===== src/rtl/alu_issue_decode.sv =====
// Decode/issue stage between instruction fetch and the ALU: field decode, register-file
// read addressing, scoreboard hazard stalls and a one-entry registered issue bundle.
module alu_issue_decode #(
  parameter int unsigned SB_ENABLE = 1
) (
  input  logic        clk,
  input  logic        reset,
  input  logic [0:31] if_instr,
  input  logic        if_valid,
  output logic        if_ready,
  output logic [4:0]  rf_rA_addr,
  output logic [4:0]  rf_rB_addr,
  input  logic [0:63] rf_rA_data,
  input  logic [0:63] rf_rB_data,
  output logic        ex_valid,
  input  logic        ex_ready,
  output logic [0:63] rA_64bit_val,
  output logic [0:63] rB_64bit_val,
  output logic [5:0]  Op_code,
  output logic [5:0]  R_ins,
  output logic [1:0]  WW,
  output logic [4:0]  rD_addr,
  input  logic        wb_valid,
  input  logic [4:0]  wb_addr,
  output logic        illegal_instr
);

  localparam logic [5:0] OpRAlu  = 6'b101010;
  localparam logic [5:0] OpLoad  = 6'b100000;
  localparam logic [5:0] OpStore = 6'b100001;
  localparam logic [5:0] OpBez   = 6'b100010;
  localparam logic [5:0] OpBnz   = 6'b100011;
  localparam logic [5:0] OpNop   = 6'b111100;
  localparam logic [5:0] FnVnot  = 6'b000100;
  localparam logic [5:0] FnVmov  = 6'b000101;

  typedef enum logic [0:0] {StEmpty, StFull} state_e;

  state_e      state_q;
  logic [31:0] busy_q, busy_d;
  logic        illegal_q;
  logic [0:63] ra_val_q, rb_val_q;
  logic [5:0]  opc_q, rins_q;
  logic [1:0]  ww_q;
  logic [4:0]  rd_q;

  logic [5:0] opcode, rfn;
  logic [4:0] rd, ra, rb;
  logic [1:0] ww;
  logic       is_ralu, is_load, is_store, is_nop, supported;
  logic       chk_ra, chk_rb, writer, stall, consume, issue;
  logic       unused_bits;

  assign opcode      = if_instr[0:5];
  assign rd          = if_instr[6:10];
  assign ra          = if_instr[11:15];
  assign rb          = if_instr[16:20];
  assign ww          = if_instr[24:25];
  assign rfn         = if_instr[26:31];
  assign unused_bits = ^if_instr[21:23];

  always_comb begin
    is_ralu   = (opcode == OpRAlu);
    is_load   = (opcode == OpLoad);
    is_store  = (opcode == OpStore);
    is_nop    = (opcode == OpNop);
    supported = is_ralu || is_load || is_store || is_nop || (opcode == OpBez) ||
                (opcode == OpBnz);
    rf_rA_addr = ra;
    rf_rB_addr = is_store ? rd : rb;
    chk_ra = supported && !is_nop;
    chk_rb = (is_ralu && (rfn != FnVnot) && (rfn != FnVmov)) || is_store;
    writer = is_ralu || is_load;
    // busy_q[0] is never set, so r0 can never cause a stall.
    stall  = (SB_ENABLE != 0) && ((chk_ra && busy_q[ra]) || (chk_rb && busy_q[rf_rB_addr]) ||
                                  (writer && busy_q[rd]));
    // Unsupported opcodes and NOP are always swallowed without issue.
    if_ready = !reset && (!supported || is_nop || (!stall && (state_q == StEmpty || ex_ready)));
    consume  = if_valid && if_ready;
    issue    = consume && supported && !is_nop;
  end

  // A writeback clear and a same-cycle issue set of one register: the set wins.
  always_comb begin
    busy_d = busy_q;
    if (wb_valid) busy_d[wb_addr] = 1'b0;
    if (issue && writer && (rd != 5'd0)) busy_d[rd] = 1'b1;
  end

  always_ff @(posedge clk) begin
    if (reset) begin
      state_q   <= StEmpty;
      busy_q    <= '0;
      illegal_q <= 1'b0;
      ra_val_q  <= '0;
      rb_val_q  <= '0;
      opc_q     <= '0;
      rins_q    <= '0;
      ww_q      <= '0;
      rd_q      <= '0;
    end else begin
      busy_q    <= busy_d;
      illegal_q <= consume && !supported;
      case (state_q)
        StEmpty: if (issue) state_q <= StFull;
        StFull:  if (ex_ready && !issue) state_q <= StEmpty;
        default: state_q <= StEmpty;
      endcase
      if (issue) begin
        ra_val_q <= rf_rA_data;
        rb_val_q <= rf_rB_data;
        opc_q    <= opcode;
        rins_q   <= rfn;
        ww_q     <= ww;
        rd_q     <= rd;
      end
    end
  end

  assign ex_valid      = (state_q == StFull);
  assign rA_64bit_val  = ra_val_q;
  assign rB_64bit_val  = rb_val_q;
  assign Op_code       = opc_q;
  assign R_ins         = rins_q;
  assign WW            = ww_q;
  assign rD_addr       = rd_q;
  assign illegal_instr = illegal_q;

endmodule


===== config.mk =====
export PLATFORM = sky130hd
export DESIGN_NAME = alu_issue_decode
export DESIGN_NICKNAME = d
export VERILOG_FILES = /design/src/rtl/alu_issue_decode.sv
export SDC_FILE = /design/constraint.sdc
export NUM_CORES = 1
export LEC_CHECK = 0
export BUFFER_PORTS_ARGS = -buffer_cell sky130_fd_sc_hd__buf_2
export CAP_MARGIN = 20
export CORE_MARGIN = 3
export CORE_UTILIZATION = 45
export CTS_CLUSTER_DIAMETER = 120
export DETAILED_ROUTE_END_ITERATION = 12
export HOLD_SLACK_MARGIN = 0.06
export PLACE_DENSITY_LB_ADDON = 0.05
export SYNTH_ARGS = -nofsm -noshare
export SYNTH_HDL_FRONTEND = slang
export SYNTH_SLANG_ARGS = --single-unit

===== constraint.sdc =====
create_clock -name clk -period 3.3 [get_ports clk]
set_clock_uncertainty 0.2 [all_clocks]
set_input_delay 0.165 -clock clk [delete_from_list [all_inputs] [get_ports clk]]
set_output_delay 0.165 -clock clk [all_outputs]
set_load 0.01 [all_outputs]

==> results.ini, run 1 <==
[finish]
drive_gt1_frac = 0.423
layout_common_cells = buf_2, dfxtp_1, dlygate4sd3_1
fin_nets = 1554
fillers = 1477
final_common_cell = buf_2
area_delta_synth_final_pct = 52.3

[cts]
tritoncts = done
clock_latency_ns = 0.43
path_clk_slew_ns = 0.07
cts_buffer_depth = 2
cts.sinks = 181
clock-root-buffer = clkbuf_16
ctsHtreeMaxLevel = 4
numCtsBuffers = 17

[sta]
rsz0062_at_grt = false
min_period_ns = 3.16
finalWorstSetupSlack_ns = 0.141
slew_headroom = 0.353
fin_crit_sh = 0.957
hold_viol_final = 0
fmax_ghz = 0.317
setup-violations-final = 0
worst_pin_slew_ns = 0.971
drv_slew = 0

[floorplan]
core_um2 = 19600
die_y_um = 147
die-area_um2 = 21800
fp.dieW_um = 147
start_util = 0.460
rows = 51
io_pins = 330

[detailed_routing]
firstDrtPassIters = 5
route.detailed.drc = 0
routed_wl_um = 30000
drtIter0Drc = 564
vias_per_cell = 5.16
ant_nets = 0
vias = 8582
wl_per_cell_um = 18.1

[global_route]
grt-ovfl-total = 0
grt_pass1_vias = 8770
antenna_found_initial = 1
grt_max_degree = 96
track_usage = 0.263
grt_pass1_wl_um = 46100

[yosys]
synth_nets = 1024
avgSynthCellArea_um2 = 10.5
async_reset_ff_frac = 0
yosys_warnings = 0
syn_area_um2 = 9010
netlist-cell-type-count = 59
yosysSeqAreaShare = 0.402
yosys.area_share.simple = 0.207
synth_top_family_by_area = multiplexers
synth-edff-count = 0
synth.top_cells.by_area = dfxtp_1, nor2b_1, mux2_2
synth_top_area_cell = dfxtp_1
synth-adder-area-share = 0
synth.top_cell.area_share = 0.402
synth_compound_area_frac = 0.116
synth_ff_type = dfxtp_1
synthCells = 854
synth-seq-cells = 181
synth-xor-area-share = 0.000972
muxShareOfSynthArea = 0.233

[power]
ir_drop_mv = 0.361
p_total_uw = 4900
cellPowerDensity_nw_per_um2 = 357
p_leak_uw = 0.00663

[setup_path]
worstSetupEndpointType = register
crit_buf_inv = 6
critPathTopFamily = buffers and inverters
crit_type = in2reg
critPathMaxFanout = 15
crit_path_max_incr_delay_ns = 0.53
startpoint_type = primary input
required_ns = 3.42
crit_slowest_cell = dlygate4sd3_1
worstPathArrival_ns = 3.28
path_cells = dlygate4sd3_1, buf_4, buf_12, mux2_2, a221oi_1, a211oi_1, o41ai_2, and4b_2, o2111ai_4, buf_12, buf_4, clkbuf_16, mux2_1

[placed_design]
dp_hpwl_um = 20300
port_buffers = 326
gp_congestion = 0.940
place_ws_ns = -0.126

[job]
maxCapViolations = 0

[min_path]
min_path_type = in2reg

[status]
status = complete, no violations

## tightest hold or removal path: stages
cell and delay [ns]:
buf_2 0.08, buf_4 0.10, buf_4 0.12, nand2b_1 0.06
mux2i_1 0.12
## registers in the layout, indices dropped and copies added, names as in the netlist
register       flops
R_ins              6
rD_addr            5
WW                 2
rB_64bit_val      64
rA_64bit_val      64
ex_valid           1
busy_q            32
Op_code            6
illegal_instr      1
## routing by layer
layer / up-vias / global-route usage / part of all wire
met5: - / 0 / 0
met4: 0 / 0.104 / 0.037
met3: 73 / 0.0766 / 0.071
met2: 345 / 0.463 / 0.51
met1: 4064 / 0.301 / 0.38
li1: 4100 / - / -
## cells in the mapped netlist, types with 2 or more instances
cell type / number
a211oi_1: 8
a21boi_0: 2
a21boi_1: 2
a21oi_1: 13
a22oi_1: 5
and3_1: 5
and3b_1: 3
buf_2: 14
buf_4: 15
buf_6: 3
clkbuf_1: 34
dfxtp_1: 181
inv_1: 6
mux2_1: 67
mux2_2: 73
mux2i_1: 24
mux4_2: 12
nand2_1: 46
nand2b_1: 35
nand3_1: 6
nand3b_1: 20
nand4_1: 2
nor2_1: 10
nor2b_1: 154
nor3_1: 7
nor3b_1: 5
nor3b_2: 2
o211ai_1: 2
o21ai_0: 23
o221ai_1: 2
o22ai_1: 6
o41ai_1: 2
o41ai_2: 31
or2_2: 4
or3_1: 5
or3b_1: 2
## path summary, 6_finish.rpt
path	start	to	slack (ns)	cells after the start
worst min-delay path	if_instr[2]	Op_code[3]$_SDFFE_PP0P_	0.07	5
worst max-delay path	if_instr[9]	rB_64bit_val[31]$_SDFFE_PP0P_	0.14	13
worst min register to register	Op_code[5]$_SDFFE_PP0P_	Op_code[5]$_SDFFE_PP0P_	0.26	2
worst max register to register	busy_q[11]$_SDFF_PP0_	rB_64bit_val[31]$_SDFFE_PP0P_	0.18	9
## cell families (layout without fill, tap and decap cells)
| logic type | Yosys count | count (layout) |
|---|---|---|
| other cells | 0 | 1 |
| compound gates | 110 | 110 |
| simple gates | 312 | 312 |
| buf+inv | 73 | 616 |
| flops | 181 | 181 |
| xor+xnor | 1 | 1 |
| mux | 177 | 177 |
## cell type report
| class | count | area (um2) | share of cell area |
|---|---|---|---|
| timing repair buffer | 577 | 4080 | 0.297 |
| sequential | 181 | 3620 | 0.264 |
| antenna | 1 | 2.50 | 0.000182 |
| inverter | 7 | 26.3 | 0.00191 |
| clock buffer | 18 | 439 | 0.0320 |
| multi-input combinational | 600 | 5060 | 0.369 |
| tap | 265 | 332 | 0.0242 |
| clock inverter | 14 | 158 | 0.0115 |
## timing repair
| item | in CTS | in global routing |
|---|---|---|
| endpoints found under the setup margin | 0 | 142 |
| resized for setup | 0 | 12 |
| setup buffers | 0 | 11 |
| hold endpoints to repair | 172 | 0 |
| hold buffers | 155 | 0 |
## stage by stage
stage	setup TNS, ns	hold slack, ns	instance area (um2)	utilization	instances
finish	0	0.0723	13700	0.701	1663
global route	0	0.0802	13700	0.701	1663
CTS	0	0.0631	13500	0.688	1647
detailed placement	-8.35	0.174	11300	0.578	1460
global placement	-10.55	0.169	11300	0.578	1460
floorplan	0	0.0811	9010	-	854
## power by group
| part | internal [uW] | switching (uW) | leakage [uW] |
|---|---|---|---|
| registers | 2210 | 11.9 | 0.00146 |
| logic | 332 | 275 | 0.00488 |
| clock network | 1100 | 970 | 0.000288 |
Power figures use the tool's default switching activity.
==> inputs of run 2 (changes only) <==
--- a/config.mk
+++ b/config.mk
@@ -15,2 +15,3 @@
 export PLACE_DENSITY_LB_ADDON = 0.05
+export REMOVE_ABC_BUFFERS = 1
 export SYNTH_ARGS = -nofsm -noshare
==> constraint.sdc (replaced) <==
create_clock -name clk -period 3.3 [get_ports clk]
set_clock_uncertainty 0.2 [all_clocks]
set_input_delay 0.66 -clock clk [delete_from_list [all_inputs] [get_ports clk]]
set_output_delay 0.66 -clock clk [all_outputs]
set_load 0.01 [all_outputs]
==> run 2 against run 1 <==
  * The flow now finishes with violations (negative setup slack)
  * Final cell count is 7.6% lower
  * Maximum frequency is 9.7% lower
  * Via count is 5.3% lower
  * Routed wire length is 2.7% lower
  * Combinational power is 11% lower
  * Global-route usage is 1.7 points lower
  * Final area is 4.1% lower
==> results.ini, run 2 (synthesized netlist as in run 1, its figures left out) <==
[detailed_routing]
ant_nets = 0  ; unchanged
route.detailed.drc = 0  ; unchanged
firstDrtPassIters = 5  ; unchanged
wl_per_cell_um = 19.0  ; +5.3%
routed_wl_um = 29200  ; -2.7%
drtIter0Drc = 412  ; -27%
vias_per_cell = 5.29  ; +2.5%
vias = 8128  ; -5.3%

[floorplan]
die-area_um2 = 21800  ; unchanged
start_util = 0.460  ; unchanged
fp.dieW_um = 147  ; unchanged
io_pins = 330  ; unchanged
core_um2 = 19600  ; unchanged
rows = 51  ; unchanged
die_y_um = 147  ; unchanged

[cts]
clock_latency_ns = 0.44  ; about the same
cts_buffer_depth = 2  ; unchanged
path_clk_slew_ns = 0.08  ; about the same
numCtsBuffers = 17  ; unchanged
cts.sinks = 181  ; unchanged
tritoncts = done
ctsHtreeMaxLevel = 4  ; unchanged
clock-root-buffer = clkbuf_16

[sta]
hold_viol_final = 0  ; unchanged
fin_setup_tns_ns = -9.78  ; -9.78 ns
whs_ns = 0.223  ; +0.151 ns
drv_slew = 0  ; unchanged
worst_pin_slew_ns = 0.682  ; -0.288 ns
fin_crit_sh = 1.06  ; +0.103
rsz0062_at_grt = true
min_period_ns = 3.50  ; +0.340 ns
fmax_ghz = 0.286  ; -9.7%
setup-violations-final = 167  ; +167
slew_headroom = 0.544  ; +0.191
finalWorstSetupSlack_ns = -0.199  ; -0.340 ns

[finish]
multi_input_area_um2 = 5400  ; +6.7%
final_common_cell = buf_2
layout_common_cells = buf_2, dfxtp_1, nor2b_1
fillers = 1610  ; +9.0%
drive_gt1_frac = 0.511  ; +0.0880
area_delta_synth_final_pct = 46.1
seq_area_um2 = 3620  ; about the same
fin_util = 0.672  ; -0.0289
final_area_um2 = 13200  ; -4.1%
fin_nets = 1427  ; -8.2%

[setup_path]
critPathMaxFanout = 3  ; -12
worstSetupEndpointType = output port
required_ns = 2.44  ; -0.98 ns
startpoint_type = primary input
worstPathArrival_ns = 2.64  ; -0.64 ns
crit_type = in2out

[global_route]
grt_pass1_wl_um = 42700  ; -7.2%
met3_usage = 0.0739  ; -0.00276
antenna_found_initial = 3  ; +2
grt_pass1_vias = 7828  ; -11%
use_met1 = 0.304  ; +0.00300
grt-ovfl-total = 0  ; unchanged
track_usage = 0.246  ; -0.0166
grt.busiest_layer = met2
grt_max_degree = 69  ; -28%
grt_use_met2 = 0.414  ; -0.0488

[placed_design]
dp_hpwl_um = 20200  ; -0.26%
port_buffers = 326  ; unchanged
gp_congestion = 0.940  ; unchanged
place_area_um2 = 11400  ; +0.26%

[power]
p_leak_uw = 0.00657  ; -0.80%
cellPowerDensity_nw_per_um2 = 361  ; +1.2%
ir_drop_mv = 0.352  ; -2.6%

[job]
maxCapViolations = 0  ; unchanged

[status]
violations = negative setup slack
status = complete, but fails checks

[min_path]
min_path_type = in2reg

## run 2: layer usage
layer | part of all wire | wire length [um]
met3 | 0.084 | 2440
met1 | 0.41 | 11900
met5 | 0.00062 | 18
met4 | 0.023 | 669
met2 | 0.49 | 14200
## run 2: power by group
group | leakage [uW] | switching (uW) | internal, uW | total (uW)
combinational | 0.00484 | 270 | 268 | 538
sequential | 0.00146 | 11.5 | 2210 | 2220
clock | 0.000276 | 966 | 1020 | 1990
## run 2: what timing repair did
item,CTS,global route
endpoints found under the setup margin,167,169
gates cloned,2,19
hold buffers,0,0
buffers inserted,18,13
pin swaps,28,29
resized for setup,51,56
## run 2: critical path, stage by stage
cell      delay, ns
buf_6          0.09
buf_6          0.11
nor3b_4        0.25
buf_4          0.17
a21boi_2       0.07
nor2_4         0.13
buf_4          0.16
mux2i_2        0.27
o221ai_2       0.16
o31ai_4        0.29
o21ai_2        0.08
nand2_1        0.07
buf_2          0.12
## run 2: cell type report
class,instances,share of cell area
antenna,2,0.000380
tap,265,0.0252
timing repair buffer,450,0.242
inverter,7,0.00219
sequential,181,0.275
clock buffer,19,0.0337
clock inverter,13,0.0102
multi-input combinational,600,0.411
## run 2: stage by stage
step / setup WS (ns) / total power, uW / cells
floorplan: -5.24 / 2440 / 788
finish: -0.199 / 4750 / 1537
detailed placement: -0.582 / 2740 / 1454
CTS: -0.168 / 4760 / 1504
global placement: -0.566 / 2730 / 1454
global route: -0.273 / 4930 / 1537
## run 2: worst paths after layout
path	from	end	slack, ns	cells past startpoint
max	if_instr[3]	if_ready	-0.20	13
min	rf_rA_data[41]	rA_64bit_val[41]$_SDFFE_PP0P_	0.22	2
max reg2reg	busy_q[26]$_SDFF_PP0_	busy_q[17]$_SDFF_PP0_	0.04	12
min reg2reg	Op_code[5]$_SDFFE_PP0P_	Op_code[5]$_SDFFE_PP0P_	0.25	2
==> inputs of run 3 (changes only) <==
CORE_MARGIN = 4   (was 3)
CTS_CLUSTER_SIZE = 14   (was unset)
==> run 3 against run 2 <==
  * The run still ends with negative setup slack left
  * Clock power about the same
  * Final cell count up 1.4%
  * Sequential power about the same
  * Maximum frequency down 1.2%
  * Routed wire length up 6.0%
  * Sequential share of layout area down 1.3 points
  * Setup slack worse by 0.043 ns
  * Global-route usage up 2.2 points
  * Combinational power up 8.6%
  * Critical endpoint is now rA_64bit_val[26]$_SDFFE_PP0P_
  * Highest routed layer is now met4
==> results.ini, run 3 (synthesized netlist as in run 1, its figures left out) <==
[status]
status = complete, but fails checks
violations = negative setup slack

[cts]
clock_latency_ns = 0.43  ; about the same
tritoncts = done
clock-root-buffer = clkbuf_16
ctsHoldBuffers = 0  ; unchanged
ctsHtreeMaxLevel = 4  ; unchanged
cts.sinks = 181  ; unchanged
path_clk_slew_ns = 0.08  ; about the same
cts_buffer_depth = 2  ; unchanged
numCtsBuffers = 17  ; unchanged

[min_path]
hold_path_end = rA_64bit_val[15]$_SDFFE_PP0P_
min_path_type = in2reg
worstHoldPathCells = 2  ; unchanged
min_from = rf_rA_data[15]

[floorplan]
core_um2 = 19600  ; unchanged
start_util = 0.460  ; unchanged
die_y_um = 149  ; +1.4%
rows = 51  ; unchanged
io_pins = 330  ; unchanged
die-area_um2 = 22300  ; +2.7%
fp.dieW_um = 149  ; +1.4%

[placed_design]
place_area_um2 = 11500  ; +1.7%
port_buffers = 326  ; unchanged
place_ws_ns = -0.723  ; -0.141 ns
dp_hpwl_um = 21000  ; +4.0%
gp_congestion = 0.930  ; -1.0%

[detailed_routing]
vias_per_cell = 5.28  ; -0.17%
route.detailed.drc = 0  ; unchanged
ant_nets = 0  ; unchanged
vias = 8230  ; +1.3%
drtIter0Drc = 491  ; +19%
firstDrtPassIters = 5  ; unchanged
wl_per_cell_um = 19.9  ; +4.5%
routed_wl_um = 31000  ; +6.0%

[sta]
fin_crit_sh = 1.07  ; +0.0130
min_period_ns = 3.54  ; +0.0428 ns
finalWorstSetupSlack_ns = -0.241  ; -0.0428 ns
whs_ns = 0.241  ; +0.0179 ns
hold_viol_final = 0  ; unchanged
worst_pin_slew_ns = 0.718  ; +0.0356 ns
drv_slew = 0  ; unchanged
slew_headroom = 0.520  ; -0.0238
setup-violations-final = 161  ; -3.6%
fmax_ghz = 0.282  ; -1.2%
rsz0062_at_grt = true

[finish]
final_area_um2 = 13800  ; +4.9%
fin_util = 0.704  ; +0.0328
area_delta_synth_final_pct = 53.2
final_common_cell = buf_2
drive_gt1_frac = 0.567  ; +0.0555
layout_common_cells = buf_2, dfxtp_1, nor2b_1
fillers = 1518  ; -5.7%
fin_nets = 1450  ; +1.6%

[setup_path]
worstPathArrival_ns = 3.66  ; +1.02 ns
reg2reg_setup_slack_ns = -0.03  ; -0.07 ns
rr_worst_depth = 11  ; -1
worstSetupEndpointType = register
cp-startpoint = if_instr[5]
timing.rr.start = busy_q[3]$_SDFF_PP0_
required_ns = 3.42  ; +0.98 ns
reg2reg_to = rA_64bit_val[26]$_SDFFE_PP0P_
crit_type = in2reg
startpoint_type = primary input
critPathMaxFanout = 6  ; +3

[power]
p_leak_uw = 0.00701  ; +6.6%
cellPowerDensity_nw_per_um2 = 350  ; -3.1%
ir_drop_mv = 0.343  ; -2.5%

[global_route]
grt_pass1_wl_um = 47100  ; +10%
antenna_found_initial = 2  ; -1
track_usage = 0.268  ; +0.0218
grt_pass1_vias = 8486  ; +8.4%
grt_max_degree = 148  ; +110%
grt-ovfl-total = 0  ; unchanged

[job]
maxCapViolations = 0  ; unchanged

-- run 3: cell types whose count changed in the layout (fill, tap and decap cells not counted), sizes merged --
cell,previous run,this run
clkbuf,34,21
buf,435,470
clkinvlp,2,1
inv,13,15
clkinv,5,4
-- run 3: power breakdown --
group	total (uW)	switching, uW	internal [uW]
combinational	584	284	300
sequential	2220	11.6	2210
clock	2020	998	1020
-- run 3: cell type report --
type	instances	area (um2)	share of cell area
repair buffers	473	3460	0.251
well taps	265	332	0.0240
inverters	7	28.8	0.00209
diodes	2	5.00	0.000363
multi-input cells	600	5780	0.419
flip-flops and latches	181	3620	0.263
clock inverters	13	130	0.00943
clock buffers	18	439	0.0318
-- run 3: what timing repair did --
item,CTS,global route
setup buffers,29,14
endpoints found under the setup margin,176,180
pin swaps,14,37
gates resized for setup,210,60
cloned,13,3
-- run 3: per-layer routing --
layer / vias to the layer above / wire (um) / track usage
met5: - / 0 / 0
met4: 0 / 646 / 0.0824
met3: 50 / 2450 / 0.0703
met2: 327 / 14900 / 0.446
met1: 3970 / 13000 / 0.343
li1: 3883 / - / -
-- run 3: worst max-delay path: stages --
cell       delay (ns)
buf_4            0.12
nor3b_4          0.14
buf_4            0.16
and3_4           0.19
nor2_4           0.18
buf_4            0.15
mux2i_1          0.29
o22ai_1          0.16
o31ai_4          0.31
buf_4            0.17
o2111ai_4        0.21
buf_12           0.22
buf_8            0.13
buf_12           0.13
buf_16           0.13
mux2_4           0.29
-- run 3: how the worst max path moves through the flow --
stage	end	slack, ns	cells after the start
after floorplan	Op_code[1]$_SDFFE_PP0P_	-5.24	8
after global placement	rB_64bit_val[44]$_SDFFE_PP0P_	-0.65	11
after detailed placement	rA_64bit_val[4]$_SDFFE_PP0P_	-0.72	11
after CTS	if_ready	-0.23	13
after global routing	rA_64bit_val[20]$_SDFFE_PP0P_	-0.31	15
final	rA_64bit_val[26]$_SDFFE_PP0P_	-0.24	16
-- run 3: per-stage QoR --
step / std cells / TNS (ns) / power [uW]
floorplan: 788 / -912.72 / 2440
global placement: 1479 / -97.87 / 2750
detailed placement: 1479 / -111.12 / 2750
CTS: 1551 / -23.59 / 4820
global route: 1559 / -28.71 / 4970
finish: 1559 / -17.13 / 4830
